`src/rtl/ocbench_pkg.sv`:
```
// Shared definitions for the on-chip bench run sequencer: register map,
// control/status bit positions, FSM states and the byte-lane merge helper.
package ocbench_pkg;

  localparam int CNT_W = 10;
  localparam logic [CNT_W-1:0] COUNT_MAX = 10'd512;

  localparam logic [1:0] REG_CTRL   = 2'd0;
  localparam logic [1:0] REG_COUNT  = 2'd1;
  localparam logic [1:0] REG_LAT    = 2'd2;
  localparam logic [1:0] REG_CYCLES = 2'd3;

  localparam int CTRL_START = 0;
  localparam int CTRL_ABORT = 1;
  localparam int STAT_BUSY  = 0;
  localparam int STAT_DONE  = 1;

  typedef enum logic [1:0] {
    IDLE  = 2'd0,
    RUN   = 2'd1,
    DRAIN = 2'd2
  } state_e;

  function automatic logic [31:0] be_merge(input logic [31:0] old_v,
                                           input logic [31:0] new_v,
                                           input logic [3:0]  be);
    logic [31:0] res;
    res = old_v;
    for (int i = 0; i < 4; i++) begin
      if (be[i]) begin
        res[8*i +: 8] = new_v[8*i +: 8];
      end else begin
        res[8*i +: 8] = old_v[8*i +: 8];
      end
    end
    return res;
  endfunction

endpackage

```
`src/rtl/ocbench_sequencer_if.sv`:
```
// Host Avalon-MM slave port plus the TX/RX memory address/enable outputs.
interface ocbench_sequencer_if #(
  parameter int ADDR_W = 9
) ();

  logic [8:0]        AVALON_ADDRESS;
  logic              AVALON_CHIPSELECT;
  logic              AVALON_WRITE;
  logic              AVALON_READ;
  logic [3:0]        AVALON_BYTEENABLE;
  logic [31:0]       AVALON_WRITEDATA;
  logic [31:0]       AVALON_READDATA;
  logic [ADDR_W-1:0] TX_MEMADDR;
  logic              TX_VALID;
  logic [ADDR_W-1:0] RX_MEMADDR;
  logic              RX_WREN;

  modport master (
    output AVALON_ADDRESS, AVALON_CHIPSELECT, AVALON_WRITE, AVALON_READ,
           AVALON_BYTEENABLE, AVALON_WRITEDATA,
    input  AVALON_READDATA, TX_MEMADDR, TX_VALID, RX_MEMADDR, RX_WREN
  );

  modport slave (
    input  AVALON_ADDRESS, AVALON_CHIPSELECT, AVALON_WRITE, AVALON_READ,
           AVALON_BYTEENABLE, AVALON_WRITEDATA,
    output AVALON_READDATA, TX_MEMADDR, TX_VALID, RX_MEMADDR, RX_WREN
  );

endinterface

```
`src/rtl/ocbench_delayline.sv`:
```
// Programmable-depth {valid, addr} shift line; tap lat_i selects the delay,
// lat_i == 0 passes the input straight through.
module ocbench_delayline #(
  parameter int ADDR_W = 9,
  parameter int LAT_W  = 4
) (
  input  logic              clk_i,
  input  logic              rst_i,
  input  logic              flush_i,
  input  logic [LAT_W-1:0]  lat_i,
  input  logic              valid_i,
  input  logic [ADDR_W-1:0] addr_i,
  output logic              valid_o,
  output logic [ADDR_W-1:0] addr_o
);

  localparam int DEPTH = (1 << LAT_W) - 1;

  logic [DEPTH:1]    valid_q;
  logic [ADDR_W-1:0] addr_q [DEPTH:1];

  always_ff @(posedge clk_i or posedge rst_i) begin
    if (rst_i) begin
      valid_q <= '0;
      for (int i = 1; i <= DEPTH; i++) begin
        addr_q[i] <= '0;
      end
    end else if (flush_i) begin
      valid_q <= '0;
      for (int i = 1; i <= DEPTH; i++) begin
        addr_q[i] <= '0;
      end
    end else begin
      valid_q <= {valid_q[DEPTH-1:1], valid_i};
      addr_q[1] <= addr_i;
      for (int i = 2; i <= DEPTH; i++) begin
        addr_q[i] <= addr_q[i-1];
      end
    end
  end

  always_comb begin
    valid_o = valid_i;
    addr_o  = addr_i;
    if (lat_i != '0) begin
      valid_o = valid_q[lat_i];
      addr_o  = addr_q[lat_i];
    end else begin
      valid_o = valid_i;
      addr_o  = addr_i;
    end
  end

endmodule

```
`src/rtl/ocbench_sequencer.sv`:
```
// Run sequencer: Avalon-MM register file, TX address generator FSM and the
// latency-delayed RX write address/enable path.
module ocbench_sequencer
  import ocbench_pkg::*;
#(
  parameter int ADDR_W = 9,
  parameter int LAT_W  = 4
) (
  input  logic CLK,
  input  logic RESET,
  ocbench_sequencer_if.slave bus
);

  state_e            state_q, state_d;
  logic [ADDR_W-1:0] tx_addr_q, tx_addr_d;
  logic              tx_valid_q, tx_valid_d;
  logic [LAT_W-1:0]  drain_q, drain_d;
  logic              done_q, done_d;
  logic [31:0]       cycles_q, cycles_d;
  logic [CNT_W-1:0]  count_q, count_d;
  logic [LAT_W-1:0]  lat_q, lat_d;
  logic [31:0]       readdata_q, readdata_d;

  logic              busy_s;
  logic              wr_s;
  logic [1:0]        sel_s;
  logic              ctrl_wr_s;
  logic              start_s;
  logic              abort_s;
  logic              flush_s;
  logic [31:0]       cnt_merge_s;
  logic              rx_wren_s;
  logic [ADDR_W-1:0] rx_addr_s;
  logic              unused_s;

  assign busy_s      = (state_q != IDLE);
  assign wr_s        = bus.AVALON_CHIPSELECT & bus.AVALON_WRITE;
  assign sel_s       = bus.AVALON_ADDRESS[1:0];
  assign ctrl_wr_s   = wr_s & (sel_s == REG_CTRL) & bus.AVALON_BYTEENABLE[0];
  assign start_s     = ctrl_wr_s & bus.AVALON_WRITEDATA[CTRL_START];
  assign abort_s     = ctrl_wr_s & bus.AVALON_WRITEDATA[CTRL_ABORT];
  assign cnt_merge_s = be_merge(32'(count_q), bus.AVALON_WRITEDATA, bus.AVALON_BYTEENABLE);
  assign unused_s    = ^bus.AVALON_ADDRESS[8:2];

  always_comb begin
    state_d    = state_q;
    tx_addr_d  = tx_addr_q;
    tx_valid_d = tx_valid_q;
    drain_d    = drain_q;
    done_d     = done_q;
    cycles_d   = cycles_q;
    count_d    = count_q;
    lat_d      = lat_q;
    flush_s    = 1'b0;

    if (busy_s) begin
      cycles_d = (cycles_q == 32'hFFFF_FFFF) ? cycles_q : cycles_q + 32'd1;
    end else begin
      cycles_d = cycles_q;
    end

    if (wr_s && (sel_s == REG_COUNT) && !busy_s) begin
      count_d = (cnt_merge_s > 32'(COUNT_MAX)) ? COUNT_MAX : cnt_merge_s[CNT_W-1:0];
    end else begin
      count_d = count_q;
    end

    // A latency change retargets the tap onto stale history, so the line is emptied.
    if (wr_s && (sel_s == REG_LAT) && !busy_s && bus.AVALON_BYTEENABLE[0]) begin
      lat_d   = bus.AVALON_WRITEDATA[LAT_W-1:0];
      flush_s = 1'b1;
    end else begin
      lat_d = lat_q;
    end

    case (state_q)
      IDLE: begin
        if (start_s && !abort_s) begin
          if (count_q != '0) begin
            state_d    = RUN;
            tx_valid_d = 1'b1;
            tx_addr_d  = '0;
            done_d     = 1'b0;
            cycles_d   = 32'd0;
          end else begin
            done_d = 1'b1;
          end
        end else begin
          state_d = IDLE;
        end
      end
      RUN: begin
        if (CNT_W'(tx_addr_q) == count_q - CNT_W'(1)) begin
          tx_valid_d = 1'b0;
          tx_addr_d  = '0;
          drain_d    = '0;
          if (lat_q == '0) begin
            state_d = IDLE;
            done_d  = 1'b1;
          end else begin
            state_d = DRAIN;
          end
        end else begin
          tx_addr_d = tx_addr_q + ADDR_W'(1);
        end
      end
      DRAIN: begin
        // The last RX write issues in the LATENCY-th drain cycle.
        if (drain_q == lat_q - LAT_W'(1)) begin
          state_d = IDLE;
          done_d  = 1'b1;
        end else begin
          drain_d = drain_q + LAT_W'(1);
        end
      end
      default: begin
        state_d    = IDLE;
        tx_valid_d = 1'b0;
        tx_addr_d  = '0;
      end
    endcase

    if (abort_s) begin
      state_d    = IDLE;
      tx_valid_d = 1'b0;
      tx_addr_d  = '0;
      drain_d    = '0;
      done_d     = done_q;
      flush_s    = 1'b1;
    end else begin
      flush_s = flush_s;
    end
  end

  always_comb begin
    readdata_d = readdata_q;
    if (bus.AVALON_CHIPSELECT && bus.AVALON_READ) begin
      case (sel_s)
        REG_CTRL:   readdata_d = {30'd0, done_q, busy_s};
        REG_COUNT:  readdata_d = 32'(count_q);
        REG_LAT:    readdata_d = 32'(lat_q);
        REG_CYCLES: readdata_d = cycles_q;
        default:    readdata_d = 32'd0;
      endcase
    end else begin
      readdata_d = readdata_q;
    end
  end

  always_ff @(posedge CLK or posedge RESET) begin
    if (RESET) begin
      state_q    <= IDLE;
      tx_addr_q  <= '0;
      tx_valid_q <= 1'b0;
      drain_q    <= '0;
      done_q     <= 1'b0;
      cycles_q   <= 32'd0;
      count_q    <= '0;
      lat_q      <= '0;
      readdata_q <= 32'd0;
    end else begin
      state_q    <= state_d;
      tx_addr_q  <= tx_addr_d;
      tx_valid_q <= tx_valid_d;
      drain_q    <= drain_d;
      done_q     <= done_d;
      cycles_q   <= cycles_d;
      count_q    <= count_d;
      lat_q      <= lat_d;
      readdata_q <= readdata_d;
    end
  end

  ocbench_delayline #(
    .ADDR_W (ADDR_W),
    .LAT_W  (LAT_W)
  ) u_delayline (
    .clk_i   (CLK),
    .rst_i   (RESET),
    .flush_i (flush_s),
    .lat_i   (lat_q),
    .valid_i (tx_valid_q),
    .addr_i  (tx_addr_q),
    .valid_o (rx_wren_s),
    .addr_o  (rx_addr_s)
  );

  assign bus.AVALON_READDATA = readdata_q;
  assign bus.TX_MEMADDR      = tx_addr_q;
  assign bus.TX_VALID        = tx_valid_q;
  assign bus.RX_MEMADDR      = rx_addr_s;
  assign bus.RX_WREN         = rx_wren_s;

endmodule

```
`src/flat_wrapper.sv`:
```
// flat-port wrapper written by rule: the top's interface ports become plain ports
module ocbench_sequencer_flat import ocbench_pkg::*;
#(
  parameter int ADDR_W = 9,
  parameter int LAT_W  = 4
)
  (CLK, RESET, bus_AVALON_ADDRESS, bus_AVALON_CHIPSELECT, bus_AVALON_WRITE, bus_AVALON_READ, bus_AVALON_BYTEENABLE, bus_AVALON_WRITEDATA, bus_AVALON_READDATA, bus_TX_MEMADDR, bus_TX_VALID, bus_RX_MEMADDR, bus_RX_WREN);
  ocbench_sequencer_if #(.ADDR_W(ADDR_W)) bus_i ();
  input  logic CLK;
  input  logic RESET;
  input wire logic [$bits(bus_i.AVALON_ADDRESS)-1:0] bus_AVALON_ADDRESS;
  input wire logic [$bits(bus_i.AVALON_CHIPSELECT)-1:0] bus_AVALON_CHIPSELECT;
  input wire logic [$bits(bus_i.AVALON_WRITE)-1:0] bus_AVALON_WRITE;
  input wire logic [$bits(bus_i.AVALON_READ)-1:0] bus_AVALON_READ;
  input wire logic [$bits(bus_i.AVALON_BYTEENABLE)-1:0] bus_AVALON_BYTEENABLE;
  input wire logic [$bits(bus_i.AVALON_WRITEDATA)-1:0] bus_AVALON_WRITEDATA;
  output wire logic [$bits(bus_i.AVALON_READDATA)-1:0] bus_AVALON_READDATA;
  output wire logic [$bits(bus_i.TX_MEMADDR)-1:0] bus_TX_MEMADDR;
  output wire logic [$bits(bus_i.TX_VALID)-1:0] bus_TX_VALID;
  output wire logic [$bits(bus_i.RX_MEMADDR)-1:0] bus_RX_MEMADDR;
  output wire logic [$bits(bus_i.RX_WREN)-1:0] bus_RX_WREN;
  assign bus_i.AVALON_ADDRESS = bus_AVALON_ADDRESS;
  assign bus_i.AVALON_CHIPSELECT = bus_AVALON_CHIPSELECT;
  assign bus_i.AVALON_WRITE = bus_AVALON_WRITE;
  assign bus_i.AVALON_READ = bus_AVALON_READ;
  assign bus_i.AVALON_BYTEENABLE = bus_AVALON_BYTEENABLE;
  assign bus_i.AVALON_WRITEDATA = bus_AVALON_WRITEDATA;
  assign bus_AVALON_READDATA = bus_i.AVALON_READDATA;
  assign bus_TX_MEMADDR = bus_i.TX_MEMADDR;
  assign bus_TX_VALID = bus_i.TX_VALID;
  assign bus_RX_MEMADDR = bus_i.RX_MEMADDR;
  assign bus_RX_WREN = bus_i.RX_WREN;
  ocbench_sequencer #(.ADDR_W(ADDR_W), .LAT_W(LAT_W)) u_core (.CLK(CLK), .RESET(RESET), .bus(bus_i));
endmodule
```
`config.mk`:
```
export PLATFORM = sky130hd
export DESIGN_NAME = ocbench_sequencer_flat
export DESIGN_NICKNAME = d
export VERILOG_FILES = /design/src/rtl/ocbench_pkg.sv /design/src/rtl/ocbench_sequencer_if.sv /design/src/rtl/ocbench_delayline.sv /design/src/rtl/ocbench_sequencer.sv /design/src/flat_wrapper.sv
export SDC_FILE = /design/constraint.sdc
export NUM_CORES = 1
export LEC_CHECK = 0
export ABC_AREA = 1
export CORE_MARGIN = 2
export CORE_UTILIZATION = 54
export CTS_BUF_LIST = sky130_fd_sc_hd__clkbuf_4 sky130_fd_sc_hd__clkbuf_8
export CTS_CLUSTER_SIZE = 25
export DETAILED_ROUTE_END_ITERATION = 10
export PLACE_DENSITY = 0.78
export RECOVER_POWER = 50
export SKIP_CTS_REPAIR_TIMING = 1
export SYNTH_ARGS = -nofsm -noshare
export SYNTH_HDL_FRONTEND = slang
export SYNTH_SLANG_ARGS = --single-unit
export TNS_END_PERCENT = 10
```
`constraint.sdc`:
```
create_clock -name CLK -period 7 [get_ports CLK]
set_clock_uncertainty 0.15 [all_clocks]
set_input_delay 0.7 -clock CLK [delete_from_list [all_inputs] [get_ports CLK]]
set_output_delay 0.7 -clock CLK [all_outputs]
set_load 0.03 [all_outputs]
```
# Word level (Yosys, flattened, before mapping)
# Cells that the tools add are included.
dict set report word_totals {
  reg_bits 245
  latch_bits 0
  ram_bits 0
  rom_bits 0
  input_bits 50
  word_cells 127
  mem_count 0
}
dict set report classes {
  addsub 5
  n_mul 0
  div 0
  magnitude_cmp 2
  eq_ne 19
  n_shift 0
  n_mux 48
  bitwise_logic 6
  reduce_logical 22
}
# operator count
set op_table {}
lappend op_table {{32-bit 2-to-1 mux} 5}
lappend op_table {{135-bit 2-to-1 mux} 1}
lappend op_table {{32-bit case mux with 4 select lines} 1}
lappend op_table {{9-bit 2-to-1 mux} 6}
lappend op_table {{9-bit binary-select mux with 4-bit select} 1}
lappend op_table {{32-bit by 1-bit adder with 32-bit output (second input constant)} 1}
lappend op_table {{32-bit equality test (second input constant)} 1}
lappend op_table {{32-bit by 10-bit > comparator with 1-bit output (second input constant)} 1}
lappend op_table {{8-bit 2-to-1 mux} 4}
lappend op_table {{9-bit case mux with 3 select lines} 1}
lappend op_table {{15-bit 2-to-1 mux} 1}
lappend op_table {{1-bit 2-to-1 mux} 13}
lappend op_table {{2-bit 2-to-1 mux} 6}
lappend op_table {{4-bit 2-to-1 mux} 3}
lappend op_table {{3-bit by 1-bit inequality test with 1-bit output (second input constant)} 4}
lappend op_table {{9-bit by 10-bit equality test with 1-bit output} 1}
lappend op_table {{10-bit 2-to-1 mux} 1}
lappend op_table {{2-bit by 1-bit inequality test with 1-bit output (second input constant)} 5}
lappend op_table {{10-bit nonzero test} 1}
lappend op_table {{10-bit by 1-bit subtractor with 10-bit output (second input constant)} 1}
lappend op_table {{9-bit by 1-bit adder with 9-bit output (second input constant)} 1}
lappend op_table {{3-bit AND reduction} 3}
lappend op_table {{4-bit case mux with 2 select lines} 1}
lappend op_table {{1-bit logical AND} 7}
lappend op_table {{21 further kinds} 32}

# Logic depth before layout (Yosys ltp)
dict set report depth {
  ltp_word 9
  ltp_mapped 15
  ltp_nobuf 14
}

# By module
# A second synthesis with hierarchy kept.
dict set report hier_totals {
  hier_cells 1621
  hier_area_um2 12358.1
}
# mod n_inst cells_each area_per_inst_um2
set modules_own_cells {}
lappend modules_own_cells {ocbench_delayline 1 841 6582.6}
lappend modules_own_cells {ocbench_sequencer 1 780 5775.5}

# Worst setup path after synthesis
# Ideal clock, no wire load.
dict set report synth_timing {
  path_kind {reg2out}
  start {reg u_core.lat_q[1]}
  end {out bus_RX_MEMADDR[0]}
  arrival_ns 2.058
  setup_slack_ns 4.092
  stages_incl_launch_ff 9
  n_path_buf 3
  cell_sequence {dfrtp_1 > clkbuf_1 > clkinv_1 > clkbuf_1 > ha_1 > nand2_1 > inv_1 > clkbuf_1 > a32oi_1}
}
dict set report synth_via {
  elab_chain_len 3
  elab_cells_between_ends 4
  cone_classes {mux (3); reduce/logical (1)}
}
# item line
set synth_lines {}
lappend synth_lines {{start, declared} ocbench_sequencer.sv:21} ;# logic [LAT_W-1:0] lat_q, lat_d;
lappend synth_lines {{start signal, assigned} ocbench_sequencer.sv:169} ;# lat_q <= lat_d;
lappend synth_lines {{9-bit binary-select mux with 4-bit select} ocbench_delayline.sv:47} ;# addr_o = addr_q[lat_i];
lappend synth_lines {{9-bit 2-to-1 mux (not written as such)} ocbench_delayline.sv:47}
lappend synth_lines {{9-bit 2-to-1 mux (*)} ocbench_delayline.sv:45} ;# if (lat_i != '0) begin
lappend synth_lines {{end, declared} flat_wrapper.sv:20} ;# output wire logic [$bits(bus_i.RX_MEMADDR)-1:0] bus_RX_MEMADDR;
# Every way passes the cells marked *; elsewhere a longest branch is shown, timed or not. The select of a mux whose other input is x is not followed.

# Final worst setup path
dict set report layout_timing {
  start {reg u_core.lat_q[0]}
  end {out bus_RX_MEMADDR[7]}
}
# The elaborated chain is that of the path after synthesis.

==> metrics.cfg <==
[die]
die_x_um = 153
dieArea_um2 = 23500
core_um2 = 21800
rows = 54
die_height_um = 153
io_pins = 102
start_util_pct = 55.2

[logic_synthesis]
synth-edff-count = 0
synthCells = 1504
synthXorXnorAreaFrac_pct = 2.55
synth_top_flop_cell = dfrtp_1
synth-seq-cells = 245
synth_compound_area_share_pct = 13.1
synth_area_leaders = dfrtp_1 51%, nor2_1 7.8%, inv_1 7.3%
synthMuxAreaShare_pct = 0.0935
synthesis.nets = 1563
seq_area_frac_synth_pct = 50.9
yosysTopAreaCell = dfrtp_1
syn_area_per_cell_um2 = 8.01
ys_async_sr_fraction_pct = 100
synth_cell_types = 47
syn-cell-area_um2 = 12000
synth_simple_gate_area_share_pct = 22.2
yosys_warnings = 0
synth_adder_area_share_pct = 0.935
synth_top_family_by_area = simple AND/OR/NAND/NOR gates
synth.top_cell.area_share_pct = 50.9

[critical_path]
end_kind = primary output
worst_ep_required_time_ns = 6.15
worstReg2RegEnd = u_core.u_delayline.addr_q[89]$_DFF_PP0_
path_class = register to primary output
cp_max_fo = 37
start_kind = register
arrival_ns = 3.73
r2r_setup_slack_ns = 2.88
worst_r2r_path_depth = 6
r2r-start = u_core.state_q[1]$_DFFE_PP0P_

[timing]
finalCritPeriodShare_pct = 65.5
period_needed_ns = 4.58
rsz0062_at_grt = false
finalHoldWorstSlack_ns = 0.309
setup_violations = 0
hold_viol = 0
timing.setup.tns_ns = 0
relSlewSlack_pct = -33.9
fmax_mhz = 218
worst_pin_slew_ns = 2.00
final-max-slew-violation-count = 137

[status]
status = finished, violations left
violations = capacitance limit, slew limit

[routing]
wl_per_cell_um = 15.1
via_count = 10100
drc = 0
firstDrtPassIters = 5
routed_wl_um = 28600
vias_per_cell = 5.33
drt_iter0_drc = 710
ant_nets = 0

[clock_tree]
clock-sinks = 245
worstSkewPairLatency_ns = 0.56
cts_tree = built
cts-htree-levels = 2
path_clk_slew_ns = 0.06
cts_made_buffers = 41
cts-root-buf = clkbuf_8
cts_buffer_depth = 3

[min_path]
hp-class = register to register
min_path_cells = 2
min_to = u_core.u_delayline.addr_q[45]$_DFF_PP0_
worstHoldStart = u_core.u_delayline.addr_q[36]$_DFF_PP0_

[finish]
diodes = 0
final_cell_mix = 251 x nor2_1, 244 x dfrtp_1, 233 x inv_1
fin_nets = 1645
final_common_cell = nor2_1
area_growth_pct = 16.0
layout-drive-gt1-share_pct = 7.49

[power]
ir_drop_mv = 0.139
powerDensity_nw_per_um2 = 277
p_leak_uw = 0.00664

[global_routing]
track_usage_pct = 25.0
grt_pass1_vias = 10100
antenna_found_initial = 0
grt_max_degree = 140
overflow = 0
grt_pass1_wl_um = 48800

[place]
io_buffers = 94
gp_congestion = 0.946
dp_hpwl_um = 18800

[job]
drv_cap = 3

[layout make-up]
class,count,area [um^2]
clock buffers,59,743
inverters,239,898
repair buffers,106,1040
fillers,1893,7860
clock inverters,13,140
well taps,280,350
multi-input cells,953,4660
flip-flops and latches,245,6130
[worst max path at each step]
stage	startpoint	endpoint	slack [ns]	depth (start not counted)
after floorplan	RESET	u_core.bus.AVALON_READDATA[0]$_DFFE_PP0P_	2.93	1
after global placement	u_core.lat_q[0]$_DFFE_PP0P_	bus_RX_MEMADDR[7]	3.06	7
after detailed placement	u_core.lat_q[0]$_DFFE_PP0P_	bus_RX_MEMADDR[7]	3.02	7
after CTS	u_core.lat_q[0]$_DFFE_PP0P_	bus_RX_MEMADDR[7]	2.45	7
after global routing	bus_AVALON_BYTEENABLE[0]	u_core.u_delayline.addr_q[64]$_DFF_PP0_	2.19	7
final	u_core.lat_q[0]$_DFFE_PP0P_	bus_RX_MEMADDR[7]	2.42	7
[metal layers]
metal  vias to the layer above  share of wire (%)  GRT usage [%]
li1                       4939                  -              -
met1                      4765                 43           33.7
met2                       342                 47           40.9
met3                        57                6.9           5.02
met4                         0                2.7           8.20
met5                         -                  0              0
[cell usage after synthesis (8+ instances only)]
cell      number
nor2_1       250
dfrtp_1      245
inv_1        233
nand2_1      224
o21ai_0      155
nand3_1       83
a21oi_1       81
clkbuf_1      36
xor2_1        30
nor3_1        21
buf_4         13
buf_2         11
a32oi_1       10
a311oi_1       9
ha_1           9
o211ai_1       9
nand4_1        8
nor2_2         8
[metrics by stage]
step	util (%)	cells	cell area, um^2	worst slack, ns	power (uW)
after floorplan	-	1504	12000	2.93	2230
after global placement	60.1	1823	13100	3.06	2520
after detailed placement	60.1	1823	13100	3.02	2530
after CTS	64.2	1895	14000	2.45	3900
after global routing	64.0	1895	14000	2.19	4070
final	64.0	1895	14000	2.42	3870
[where the power goes]
part	total, uW	switching (uW)	internal [uW]
combinational	890	578	312
sequential	1630	103	1520
clock	1360	590	766
[cell families (layout without fill, tap and decap cells)]
logic type,Yosys count,count (layout)
AO/OA/AOI/OAI,284,284
XOR/XNOR,35,35
adder cells (fa/ha/maj),9,9
buffers and inverters,306,417
flip-flops,245,245
multiplexers,1,1
AND/OR/NAND/NOR,624,624
[state kept, by name (all words and copies together), names as in the netlist]
signal                      flops
u_core.u_delayline.addr_q     135
u_core.bus.AVALON_READDATA     32
u_core.cycles_q                32
u_core.u_delayline.valid_q     15
u_core.count_q                 10
u_core.bus.TX_MEMADDR           9
u_core.drain_q                  4
u_core.lat_q                    4
u_core.state_q                  2
u_core.bus.TX_VALID             1
u_core.done_q                   1
[critical path, stage by stage (launching register included)]
cell             delay [ns]
dfrtp_2                0.45
inv_2                  0.51
ha_1                   0.46
nand2_1                0.16
inv_1                  0.38
a21oi_1                0.08
a32oi_1                0.41
clkdlybuf4s50_1        0.75
No activity file was read; power rests on OpenSTA's default activity.
